===== src/rtl/bitcount_pkg.sv =====
// Shared types and constants for the bitcounter arbiter slice.
package bitcount_pkg;

    typedef enum logic [2:0] {IDLE, LOAD, RUN, DRAIN, RESP} state_t;

    localparam int DEFAULT_TIMEOUT = 64;

    // Result width needed to hold a popcount of a data_w-bit operand.
    function automatic int res_width(input int data_w);
        return $clog2(data_w + 1);
    endfunction

endpackage


===== src/rtl/bitcount_arbiter_rr_arbiter.sv =====
// Combinational round-robin search: first set req bit at or after ptr, wrapping.
module rr_arbiter #(
    parameter int N_REQ = 4
) (
    input  logic [N_REQ-1:0]         req,
    input  logic [$clog2(N_REQ)-1:0] ptr,
    output logic                     found,
    output logic [$clog2(N_REQ)-1:0] idx,
    output logic [N_REQ-1:0]         onehot
);

    localparam int PTR_W = $clog2(N_REQ);

    always_comb begin
        int j;
        logic [PTR_W-1:0] jj;
        found  = 1'b0;
        idx    = '0;
        onehot = '0;
        j      = 0;
        jj     = '0;
        for (int i = 0; i < N_REQ; i++) begin
            j = int'(ptr) + i;
            if (j >= N_REQ) j = j - N_REQ;
            jj = PTR_W'(j);
            if (!found && req[jj]) begin
                found      = 1'b1;
                idx        = jj;
                onehot[jj] = 1'b1;
            end
        end
    end

endmodule


===== src/rtl/bitcount_arbiter.sv =====
// Round-robin front end that time-shares one bitcounter between N_REQ requesters,
// sequencing its s/done handshake and guarding it with a watchdog.
module bitcount_arbiter
    import bitcount_pkg::*;
#(
    parameter int N_REQ   = 4,
    parameter int DATA_W  = 8,
    parameter int RES_W   = res_width(DATA_W),
    parameter int TIMEOUT = DEFAULT_TIMEOUT
) (
    input  logic                    clock,
    input  logic                    reset,
    input  logic [N_REQ-1:0]        req,
    input  logic [N_REQ*DATA_W-1:0] req_data,
    output logic [N_REQ-1:0]        grant,
    output logic [N_REQ-1:0]        rsp_valid,
    output logic [RES_W-1:0]        rsp_result,
    output logic                    error,
    output logic [DATA_W-1:0]       bc_a,
    output logic                    bc_s,
    output logic                    bc_reset,
    input  logic [RES_W-1:0]        bc_result,
    input  logic                    bc_done
);

    localparam int PTR_W = $clog2(N_REQ);
    localparam int WD_W  = $clog2(TIMEOUT + 1);

    state_t           state;
    logic [PTR_W-1:0] rr_ptr;
    logic [PTR_W-1:0] owner;
    logic [WD_W-1:0]  wdog;
    logic [RES_W-1:0] res_lat;

    logic             arb_found;
    logic [PTR_W-1:0] arb_idx;
    logic [N_REQ-1:0] arb_onehot;

    rr_arbiter #(.N_REQ(N_REQ)) u_arb (
        .req    (req),
        .ptr    (rr_ptr),
        .found  (arb_found),
        .idx    (arb_idx),
        .onehot (arb_onehot)
    );

    always_ff @(posedge clock or negedge reset) begin
        if (!reset) begin
            state      <= IDLE;
            rr_ptr     <= '0;
            owner      <= '0;
            wdog       <= '0;
            res_lat    <= '0;
            grant      <= '0;
            rsp_valid  <= '0;
            rsp_result <= '0;
            error      <= 1'b0;
            bc_a       <= '0;
            bc_s       <= 1'b0;
            bc_reset   <= 1'b1;
        end else begin
            bc_reset  <= 1'b0;
            rsp_valid <= '0;
            case (state)
                IDLE: if (arb_found) begin
                    owner  <= arb_idx;
                    grant  <= arb_onehot;
                    bc_a   <= req_data[arb_idx*DATA_W +: DATA_W];
                    // Winner drops to lowest priority for the next round.
                    rr_ptr <= (arb_idx == PTR_W'(N_REQ - 1)) ? '0 : arb_idx + 1'b1;
                    state  <= LOAD;
                end
                LOAD: begin
                    wdog  <= '0;
                    bc_s  <= 1'b1;
                    state <= RUN;
                end
                RUN: if (bc_done) begin
                    res_lat <= bc_result;
                    bc_s    <= 1'b0;
                    state   <= DRAIN;
                end else if (wdog == WD_W'(TIMEOUT - 1)) begin
                    // Datapath hung: kick it and answer the owner with zero.
                    error      <= 1'b1;
                    bc_reset   <= 1'b1;
                    bc_s       <= 1'b0;
                    rsp_valid  <= N_REQ'(1) << owner;
                    rsp_result <= '0;
                    state      <= RESP;
                end else begin
                    wdog <= wdog + 1'b1;
                end
                DRAIN: if (!bc_done) begin
                    rsp_valid  <= N_REQ'(1) << owner;
                    rsp_result <= res_lat;
                    state      <= RESP;
                end
                RESP: begin
                    grant <= '0;
                    state <= IDLE;
                end
                default: state <= IDLE;
            endcase
        end
    end

endmodule


===== config.mk =====
export PLATFORM = sky130hd
export DESIGN_NAME = bitcount_arbiter
export DESIGN_NICKNAME = d
export VERILOG_FILES = /design/src/rtl/bitcount_pkg.sv /design/src/rtl/bitcount_arbiter_rr_arbiter.sv /design/src/rtl/bitcount_arbiter.sv
export SDC_FILE = /design/constraint.sdc
export NUM_CORES = 1
export LEC_CHECK = 0
export CORE_MARGIN = 1.5
export CORE_UTILIZATION = 35
export DETAILED_ROUTE_END_ITERATION = 6
export DONT_BUFFER_PORTS = 1
export PLACE_DENSITY = 0.48
export SYNTH_ARGS = -nofsm -noshare
export SYNTH_HDL_FRONTEND = slang
export SYNTH_SLANG_ARGS = --single-unit
export TNS_END_PERCENT = 100

===== constraint.sdc =====
create_clock -name clock -period 5.3 [get_ports clock]
set_clock_uncertainty 0.05 [all_clocks]
set_input_delay 0.53 -clock clock [delete_from_list [all_inputs] [get_ports clock]]
set_output_delay 0.53 -clock clock [all_outputs]
set_load 0.01 [all_outputs]

Word-level counts from Yosys, hierarchy flattened --
Index checks and enable logic that the tools add are counted.
Word-level totals: flip-flop bits (word level) 41, bits of input ports 43, output and inout bits 23, logic and storage cells 130
Operators by class: add/subtract/negate cells 9, $lt $le $gt $ge 12, eq/ne operators 12, shift operators 2, muxes and demuxes 57, bitwise operators 4, reductions and logical operators 22
Operator list (count):
- 4-bit two-way mux | 11
- 32-bit by 6-bit indexed part select with 8-bit output | 1
- 4-bit case mux with 2 select lines | 3
- 2-bit two-way mux | 9
- 1-bit two-way mux | 17
- 7-bit two-way mux | 2
- 7-bit case mux with 2 select lines | 1
- 2-bit by 3-bit < comparator with 1-bit output, second input constant | 4
- 3-bit two-way mux | 4
- 4-bit bitwise OR | 3
- 3-bit case mux with 4 select lines | 1
- 2-bit inequality test, second input constant | 5
- 3-bit greater-or-equal comparator, second input constant | 3
- 3-bit AND reduction | 3
- 1-bit binary-select mux with 2-bit select | 4
- 1-bit demux with 2-bit select | 4
- 2-bit by 1-bit greater-or-equal comparator with 1-bit output, second input constant | 4
- 2-bit AND reduction | 4
- 2-bit by 1-bit subtractor with 2-bit output, second input constant | 4
- 7-bit by 1-bit adder with 7-bit output, second input constant | 1
- 7-bit by 6-bit equality test with 1-bit output, second input constant | 1
- 1-bit logical AND | 7
- 2-bit by 2-bit adder with 3-bit output, second input constant | 2
- 3-bit by 2-bit equality test with 1-bit output, second input constant | 2
- 14 further kinds | 18

Longest topological paths before layout --
Gate-level depths: netlist of run 1.
depth in word-level cells 16, depth in mapped cells 11, gate-level depth less buffers 8

Hierarchy --
A second synthesis of run 1 with hierarchy kept.
Second synthesis, totals: cells, all modules 182, area, all modules 2331.0 um2
By module, submodules not included:
- bitcount_arbiter | times used 1, cells an instance 137, area each 1909.3 um2, seq. area each 1027.2 um2
- rr_arbiter | times used 1, cells an instance 45, area each 421.7 um2, seq. area each 0.0 um2

Worst setup path after synthesis of run 1 --
OpenSTA, ideal clock, no wires.
path type reg2reg, from register rr_ptr[0], to register bc_a[2], setup time 136 ps, arrival 2792 ps, data required time 5114 ps, setup slack 2321 ps, cell stages (with the launch flop) 12, path buffers 3, period minus slack after synthesis 2979 ps, cells stage by stage dfrtp_1 > buf_2 > inv_1 > ha_1 > mux4_2 > or4_4 > nor3b_2 > or3_1 > buf_6 > buf_8 > o311a_1 > o31ai_2
Between the ends: cells in the longest elaborated chain, start to end 15, elaborated cells between the ends (all ways) 39, those cells by class 7 x add/sub; 4 x order compare; 1 x shift; 20 x mux; 7 x reduce/logical
Ends and longest elaborated chain:
- from (decl) | RTL line bitcount_arbiter.sv:30 | logic [PTR_W-1:0] rr_ptr;
- from (signal assigned) | RTL line bitcount_arbiter.sv:70 | rr_ptr <= (arb_idx == PTR_W'(N_REQ - 1)) ? '0 : arb_idx + 1'b1;
- branches (longest 15 deep; another with 2-bit by 1-bit adder with 3-bit output)
- to (signal assigned) | RTL line bitcount_arbiter.sv:68 | bc_a <= req_data[arb_idx*DATA_W +: DATA_W];
- to (decl) | RTL line bitcount_arbiter.sv:19 | output logic [DATA_W-1:0] bc_a,
Several ways; the timed one is not identified. The select of a mux whose other input is x is not followed. A chain may end at the register's enable or synchronous reset.

Worst setup path in the final report of run 1 --
from register rr_ptr[1], to register bc_a[7]
Same word-level chain as after synthesis.

==> flow_summary.toml, run 1 <==
[power_and_ir_drop]
p_total_mw = 1.71
power_density_nw_per_um2 = 620
max-vdd-ir-drop_uv = 260
p_leak_nw = 1.15

[timing]
tightest_slew_ns = 0.828
hold_slack_ns = 0.0169
finalSetupViolations = 0
slew_viol_final = 0
fin_crit_ns = 3.26
post-route-period-util_pct = 61.4
rsz0062_at_grt = "false"
slew_headroom_pct = 44.4
clock.fmax_mhz = 307
finalSetupTns_ns = 0
hold_violations = 0

[final_layout]
drive_above_1_share_pct = 13.7
multiInputGateArea_um2 = 1420
fin_cells = 367
final_nets = 320
nFillCells = 725
seq_area_um2 = 1030
synthToLayoutAreaGrowth_pct = 8.33

[synthesis]
ys_ff_latch = 41
yosysWarningCount = 0
syn_area_per_cell_um2 = 9.35
synth_top_flop_cell = "dfrtp_1"
ys_types = 54
async_reset_ff_share_pct = 100
synthTopCellsByArea = "dfrtp_1, nand2_1, ha_1"
netlist_instances = 273
synth_top_cells_by_count = "nand2_1, dfrtp_1, nor2_1"
netlist_area_um2 = 2550
yosys.cell_count.top_type = "nand2_1"
synth_edf_count = 0
synth_top_cell_area_share_pct = 39.2
ys_seq_area_share_pct = 40.2
yosysTopAreaCell = "dfrtp_1"
syn_nets = 324

[clock_network]
numCtsBuffers = 5
cts_tree = "built"
h-tree-depth = 2
clk_pin_slew_ns = 0.08
clock_latency_ns = 0.30
clock-sinks = 41
cts_setup_buffers = 0
cts_buffer_depth = 2
root_buffer = "clkbuf_8"

[run]
max_cap_viol_count = 0

[outcome]
run_status = "completed"

[critical_path]
cp.required_ns = 5.43
cp-start-kind = "flop"
crit_type = "flop to flop"
crit_fanout = 15
endpoint_kind = "flop"
cp.arrival_ns = 3.39

[route]
wirelength_um = 6040
vias = 2028
drc_errors = 0
viasPerCell = 5.53
first_iter_violations = 95
dr.pass1.iters = 4
wl_per_cell_um = 16.5
antenna_left = 0

[die]
initial_core_util_pct = 37.0
row_count = 30
io_pins = 66
dieHeight_um = 88.4
die-area_um2 = 7810
core_um2 = 6910
die_w_um = 88.4

[global_routing]
grt_pass1_vias = 1942
grt_max_degree = 41
track_usage_pct = 16.3
grt_pass1_wl_um = 9850
antenna_found_initial = 1
grt_overflow_total = 0

[place]
gp_routability_congestion = 0.781
dp_hpwl_um = 4280
port_buffers = 0
placedCellCount = 356

[min_path]
hold_path.class = "primary input to asynchronous set/reset pin"
==> critical path: stages (launching register included) <==
cell	delay, ns
dfrtp_1	0.57
inv_1	0.14
ha_1	0.40
mux4_2	0.41
or4_4	0.55
nor3b_2	0.16
or3_1	0.47
o311a_1	0.31
o31ai_2	0.07
==> cells by family (layout without fill, tap and decap cells) <==
group	count (synthesis)	in the layout	synth area share, %
flops	41	41	40.2
compound gates	74	74	22.0
mux	15	15	8.14
other cells	0	1	0
xor+xnor	5	5	1.72
fa+ha+maj	8	8	3.92
buf+inv	22	19	4.07
simple gates	108	108	20.0
==> final timing paths <==
| path | from | to | slack, ns | cells past startpoint |
|---|---|---|---|---|
| worst max register to register | rr_ptr[1]$_DFFE_PN0P_ | bc_a[7]$_DFFE_PN0P_ | 2.04 | 8 |
| max in group asynchronous | reset | bc_reset$_DFF_PN1_ | 4.61 | 1 |
| worst max-delay path | rr_ptr[1]$_DFFE_PN0P_ | bc_a[7]$_DFFE_PN0P_ | 2.04 | 8 |
| min in group clock | bc_result[3] | res_lat[3]$_DFFE_PN0P_ | 0.33 | 1 |
| worst min-delay path | reset | wdog[4]$_DFFE_PN0P_ | 0.02 | 1 |
| worst min register to register | res_lat[0]$_DFFE_PN0P_ | rsp_result[0]$_DFFE_PN0P_ | 0.43 | 2 |
==> routing by layer <==
layer	GRT usage, %	wire length [µm]	vias up
li1	-	-	1002
met1	22.3	2710	959
met2	24.8	2810	60
met3	4.85	439	7
met4	5.11	83	0
met5	0	0	-
==> registers in the layout, indices dropped and copies added (netlist names) <==
signal	count
grant	4
rr_ptr	2
bc_a	8
rsp_result	4
wdog	7
bc_reset	1
res_lat	4
rsp_valid	4
error	1
state	3
bc_s	1
owner	2
==> repair_timing <==
item	in CTS	in global routing
hold buffers	1	1
endpoints found under the hold margin	40	1
resized for setup	0	0
==> cell usage in the layout (no fill, tap or decap), types with 6 or more instances in the layout <==
cell type	netlist	routed
mux2_2	6	6
o31ai_2	6	6
ha_1	8	8
a31oi_1	7	7
nor3_1	15	15
nand2_1	42	42
o311a_1	6	6
a21oi_1	7	7
nor2_1	25	25
o21ai_0	15	15
dfrtp_1	40	40
a311oi_1	6	6
==> cell type report <==
cell class,count,share of cell area (%)
multi-input cells,210,51.4
well taps,96,4.34
clock buffers,5,2.49
diodes,1,0.0905
repair buffers,6,2.17
inverters,5,0.679
flip-flops and latches,41,37.1
clock inverters,3,1.67
==> stage by stage <==
step / area (µm²) / worst slack [ns] / util [%]
6_report: 2770 / 2.04 / 40.0
4_1_cts: 2750 / 2.04 / 39.9
2_1_floorplan: 2550 / 2.32 / -
5_1_grt: 2760 / 1.77 / 40.0
3_3_place_gp: 2620 / 2.11 / 37.9
3_5_place_dp: 2620 / 2.05 / 37.9
==> power breakdown <==
group	total [mW]	leakage, nW	switching [mW]	internal (mW)
combinational	0.893	0.575	0.524	0.369
sequential	0.565	0.525	0.141	0.424
clock	0.256	0.0544	0.115	0.141
No activity file was read; power rests on OpenSTA's default activity.
==> inputs of run 2 (changes only) <==
--- a/config.mk
+++ b/config.mk
@@ -5,11 +5,12 @@
 export SDC_FILE = /design/constraint.sdc
 export NUM_CORES = 1
 export LEC_CHECK = 0
+export ABC_AREA = 1
 export CORE_MARGIN = 1.5
 export CORE_UTILIZATION = 35
 export DETAILED_ROUTE_END_ITERATION = 6
 export DONT_BUFFER_PORTS = 1
-export PLACE_DENSITY = 0.48
+export PLACE_DENSITY = 0.5
 export SYNTH_ARGS = -nofsm -noshare
 export SYNTH_HDL_FRONTEND = slang
 export SYNTH_SLANG_ARGS = --single-unit
==> constraint.sdc (replaced) <==
create_clock -name clock -period 2.95 [get_ports clock]
set_clock_uncertainty 0.05 [all_clocks]
set_input_delay 0.295 -clock clock [delete_from_list [all_inputs] [get_ports clock]]
set_output_delay 0.295 -clock clock [all_outputs]
set_load 0.01 [all_outputs]
==> flow_summary.toml, run 2 <==
[route]
wirelength_um = 5640
viasPerCell = 4.84
drc_errors = 0
first_iter_violations = 70
dr.pass1.iters = 4
antenna_left = 0
wl_per_cell_um = 12.9
vias = 2120

[clock_network]
cts_tree = "built"
cts_buffer_depth = 2
clk_pin_slew_ns = 0.09
h-tree-depth = 2
clock_latency_ns = 0.30
numCtsBuffers = 5
clock-sinks = 41
root_buffer = "clkbuf_8"

[final_layout]
final_nets = 392
drive_above_1_share_pct = 12.0
synthToLayoutAreaGrowth_pct = 8.30
final_cell_mix = "nand2_1, inv_1, nand3_1, dfrtp_1, o21ai_0"
diodes = 0
largest_reg_flops = 8
largestRegisters = "bc_a x8, wdog x7"
layout_commonest_cell = "nand2_1"
largest_register = "bc_a"
fin_area_um2 = 2730

[place]
placed_area_um2 = 2600
port_buffers = 0
gp_routability_congestion = 0.833
dp_hpwl_um = 4360

[synthesis]
ys_ff_latch = 41
netlist_instances = 335
synth_top_flop_cell = "dfrtp_1"
yosys.cell_count.top_type = "nand2_1"
synth_top_cell_area_share_pct = 39.8
synthTopCellsByArea = "dfrtp_1, nand2_1, inv_1"
netlist_area_um2 = 2520
syn_nets = 386
yosysWarningCount = 0
ys_seq_area_share_pct = 40.8
async_reset_ff_share_pct = 100
synth_top_cells_by_count = "nand2_1, inv_1, nand3_1"
ys_types = 31
syn_area_per_cell_um2 = 7.51
yosysTopAreaCell = "dfrtp_1"
synth_edf_count = 0

[timing]
rsz0062_at_grt = "false"
post-route-period-util_pct = 82.4
clock.fmax_mhz = 411
slew_viol_final = 0
finalSetupTns_ns = 0
slew_headroom_pct = 62.9
hold_violations = 0
tightest_slew_ns = 0.554
finalSetupViolations = 0
fin_crit_ns = 2.43

[critical_path]
crit_type = "flop to flop"
timing.rr.start = "rr_ptr[1]$_DFFE_PN0P_"
crit_fanout = 13
endpoint_kind = "flop"
rr_endpoint = "rr_ptr[1]$_DFFE_PN0P_"
cp.required_ns = 3.08
r2r_slack_ns = 0.52
rr_worst_depth = 13
cp.arrival_ns = 2.56
cp-start-kind = "flop"

[power_and_ir_drop]
max-vdd-ir-drop_uv = 409
p_leak_nw = 1.43
power_density_nw_per_um2 = 1160

[global_routing]
grt_pass1_wl_um = 9520
grt_overflow_total = 0
grt_pass1_vias = 1992
antenna_found_initial = 0
track_usage_pct = 15.9
grt_max_degree = 42

[min_path]
min_to = "res_lat[2]$_DFFE_PN0P_"
hold_depth = 2
hold_path.class = "primary input to flop"
hp-start = "bc_result[2]"

[die]
core_um2 = 6870
io_pins = 66
dieHeight_um = 87.8
die_w_um = 87.8
row_count = 30
initial_core_util_pct = 36.6
die-area_um2 = 7710

[outcome]
run_status = "completed"

[run]
max_cap_viol_count = 0
## run 2: cell count changes after synthesis, moves of 7 or more
cell,before,now
a21oi_1,7,14
a31oi_1,7,0
clkbuf_1,13,0
inv_1,4,61
nand2_1,42,82
nand3_1,3,45
nor2_1,25,7
## run 2: worst max-delay path by stage
| stage | cells past startpoint | endpoint | from | slack [ns] |
|---|---|---|---|---|
| CTS | 13 | bc_a[1]$_DFFE_PN0P_ | rr_ptr[1]$_DFFE_PN0P_ | 0.52 |
| finish | 13 | rr_ptr[1]$_DFFE_PN0P_ | rr_ptr[1]$_DFFE_PN0P_ | 0.52 |
| floorplan | 13 | bc_a[3]$_DFFE_PN0P_ | rr_ptr[0]$_DFFE_PN0P_ | 0.80 |
| global route | 12 | bc_a[0]$_DFFE_PN0P_ | rr_ptr[1]$_DFFE_PN0P_ | 0.27 |
| global placement | 13 | rr_ptr[1]$_DFFE_PN0P_ | rr_ptr[1]$_DFFE_PN0P_ | 0.62 |
| detailed placement | 13 | bc_a[2]$_DFFE_PN0P_ | rr_ptr[1]$_DFFE_PN0P_ | 0.53 |
## run 2: power breakdown
group | internal (mW) | switching, mW | leakage [nW] | total (mW)
clock | 0.172 | 0.214 | 0.0452 | 0.387
sequential | 0.773 | 0.207 | 0.523 | 0.980
combinational | 0.596 | 1.21 | 0.857 | 1.80
## run 2: cell families after synthesis
logic type / Yosys count / share of synthesized area [%]
AO/OA/AOI/OAI: 42 / 9.15
adder cells (fa/ha/maj): 8 / 3.98
flip-flops: 41 / 40.8
XOR/XNOR: 1 / 0.348
AND/OR/NAND/NOR: 173 / 33.6
buffers and inverters: 70 / 12.1
## run 2: metrics by stage
| stage | worst slack [ns] | util (%) | power (mW) | hold WS [ns] | instances |
|---|---|---|---|---|---|
| CTS | 0.521 | 39.7 | 3.21 | 0.0561 | 438 |
| floorplan | 0.800 | - | 2.48 | -0.0506 | 335 |
| finish | 0.519 | 39.7 | 3.17 | 0.0626 | 438 |
| global placement | 0.617 | 37.9 | 2.79 | -0.0497 | 428 |
| global route | 0.271 | 39.7 | 3.53 | 0.0570 | 438 |
| detailed placement | 0.525 | 37.9 | 2.79 | -0.0496 | 428 |
## run 2: final cells by class
type / count / area, µm²
tap: 96 / 120
multi-input combinational: 224 / 1190
clock buffer: 5 / 68.8
timing repair buffer: 4 / 45.0
inverter: 65 / 254
clock inverter: 3 / 25.0
sequential: 41 / 1030
fill: 709 / 4140
## run 2: what timing repair did
item | in CTS | in global routing
gates resized for setup | 0 | 0
buffers inserted | 0 | 0
hold endpoints to repair | 41 | 0
hold buffers | 2 | 0
## run 2: metal layers
layer  GRT usage [%]  share of wire, %
met1            21.6                47
met2            25.5                47
met3            4.24               5.2
met4            3.46              0.74
met5               0                 0
## run 2: worst max-delay path: stages, from the launching register on
cell and delay [ns]:
dfrtp_1 0.50, inv_2 0.14, ha_1 0.34, inv_1 0.12, nand3_2 0.11, nand2_4 0.11
nand2_1 0.07, nor2_2 0.11, nand2_1 0.08, nand2_2 0.18, buf_4 0.22, nor2_2 0.07
o21ai_1 0.13, o21ai_1 0.07
==> inputs of run 3 (changes only) <==
--- a/config.mk
+++ b/config.mk
@@ -10,7 +10,7 @@
 export CORE_UTILIZATION = 35
 export DETAILED_ROUTE_END_ITERATION = 6
 export DONT_BUFFER_PORTS = 1
-export PLACE_DENSITY = 0.5
+export PLACE_DENSITY = 0.48
 export SYNTH_ARGS = -nofsm -noshare
 export SYNTH_HDL_FRONTEND = slang
 export SYNTH_SLANG_ARGS = --single-unit
==> constraint.sdc (replaced) <==
create_clock -name clock -period 2.3 [get_ports clock]
set_clock_uncertainty 0.05 [all_clocks]
set_input_delay 0.23 -clock clock [delete_from_list [all_inputs] [get_ports clock]]
set_output_delay 0.23 -clock clock [all_outputs]
set_load 0.01 [all_outputs]
==> flow_summary.toml, run 3 (synthesis gave the netlist of run 2 again) <==
[timing]
clock.fmax_mhz = 472
slew_viol_final = 0
finalSetupViolations = 0
post-route-period-util_pct = 92.1
rsz0062_at_grt = "false"
hold_slack_ns = 0.00137
finalSetupTns_ns = 0
slew_headroom_pct = 68.8
fin_crit_ns = 2.12
hold_violations = 0
tightest_slew_ns = 0.465

[critical_path]
cp.required_ns = 2.44
r2r_slack_ns = 0.18
crit_type = "flop to flop"
endpoint_kind = "flop"
critPathSlowestCell = "dfrtp_2"
crit_fanout = 23
cp.arrival_ns = 2.26
critical_path.top_delay_family = "simple AND/OR/NAND/NOR gates"
cp-start-kind = "flop"
worst-path-buf-inv = 2
cpPeakStageDelay_ns = 0.42
cp_cell_sequence = "inv_8 > ha_1 > inv_1 > nand3_2 > nand2_4 > nand4_2 > nand2_4 > nand2_8 > or2_2 > nand3_1 > nand3_1"

[clock_network]
cts_tree = "built"
cts_buffer_depth = 2
clock_latency_ns = 0.30
numCtsBuffers = 5
root_buffer = "clkbuf_8"
clk_pin_slew_ns = 0.09
cts_setup_buffers = 0
h-tree-depth = 2
clock-sinks = 41

[die]
initial_core_util_pct = 36.6
row_count = 30
die_w_um = 87.8
io_pins = 66
dieHeight_um = 87.8
core_um2 = 6870
die-area_um2 = 7710

[power_and_ir_drop]
p_leak_nw = 1.47
power_density_nw_per_um2 = 1530
p_total_mw = 4.28
max-vdd-ir-drop_uv = 611

[final_layout]
final_cell_mix = "nand2_1, inv_1, nand3_1, dfrtp_1, o21ai_0"
largestRegisters = "bc_a x8, wdog x7"
synthToLayoutAreaGrowth_pct = 11.5
layout_commonest_cell = "nand2_1"
multiInputGateArea_um2 = 1200
largest_register = "bc_a"
largest_reg_flops = 8
drive_above_1_share_pct = 14.4
final_nets = 398
seq_area_um2 = 1030
diodes = 0
nFillCells = 724

[global_routing]
antenna_found_initial = 0
grt_pass1_vias = 2048
grt_max_degree = 42
grt_overflow_total = 0
grt_pass1_wl_um = 10000
track_usage_pct = 16.9

[route]
viasPerCell = 4.77
wl_per_cell_um = 13.3
vias = 2117
dr.pass1.iters = 4
first_iter_violations = 90
antenna_left = 0
drc_errors = 0
wirelength_um = 5920

[min_path]
hold_path.class = "primary input to flop"

[place]
dp_hpwl_um = 4480
gp_routability_congestion = 0.799
port_buffers = 0

[run]
max_cap_viol_count = 0

[outcome]
run_status = "completed"
[run 3: per-layer routing]
| metal | share of wire [%] | vias up | track usage (%) |
|---|---|---|---|
| met5 | 0 | - | 0 |
| met4 | 1.2 | 0 | 4.91 |
| met3 | 5.8 | 6 | 4.81 |
| met2 | 47 | 53 | 26.8 |
| met1 | 46 | 975 | 22.5 |
| li1 | - | 1083 | - |
[run 3: power breakdown]
group / switching, mW / total [mW] / internal, mW / leakage [nW]
registers: 0.257 / 1.25 / 0.994 / 0.522
clock network: 0.274 / 0.599 / 0.325 / 0.0543
logic: 1.59 / 2.43 / 0.839 / 0.890
[run 3: worst paths after layout]
| check | from | to | depth (start not counted) |
|---|---|---|---|
| worst max register to register | rr_ptr[0]$_DFFE_PN0P_ | bc_a[1]$_DFFE_PN0P_ | 11 |
| worst min-delay path | bc_result[3] | res_lat[3]$_DFFE_PN0P_ | 2 |
| min in group asynchronous | reset | bc_a[4]$_DFFE_PN0P_ | 2 |
| max in group asynchronous | reset | bc_reset$_DFF_PN1_ | 2 |
| worst min register to register | owner[1]$_DFFE_PN0P_ | rsp_valid[0]$_DFF_PN0_ | 1 |
| worst max-delay path | rr_ptr[0]$_DFFE_PN0P_ | bc_a[1]$_DFFE_PN0P_ | 11 |
[run 3: what timing repair did]
item	4_1_cts	5_1_grt
endpoints found under the hold margin	41	0
gates resized for setup	0	5
endpoints found under the setup margin	0	10
hold buffers	2	0
[run 3: worst register-to-register path, cell delays in order, from the launching register on]
cell and delay (ns):
dfrtp_2 0.42, inv_8 0.03, ha_1 0.33, inv_1 0.12, nand3_2 0.10, nand2_4 0.11
nand4_2 0.14, nand2_4 0.15, nand2_8 0.12, or2_2 0.29, nand3_1 0.07, nand3_1 0.07
[run 3: stage by stage]
stage	utilization, %	instance area, µm²	cells	worst slack, ns
2_1_floorplan	-	2520	335	0.150
3_3_place_gp	38.5	2650	434	0.165
3_5_place_dp	38.5	2650	434	0.118
4_1_cts	40.7	2790	444	0.119
5_1_grt	40.9	2810	444	0.00922
6_report	40.9	2810	444	0.182
[run 3: area by class of cell]
cell class	instances	share of cell area, %
multi-input cells	224	42.7
flip-flops and latches	41	36.6
inverters	65	9.05
well taps	96	4.28
repair buffers	10	3.21
clock buffers	5	2.45
clock inverters	3	1.65
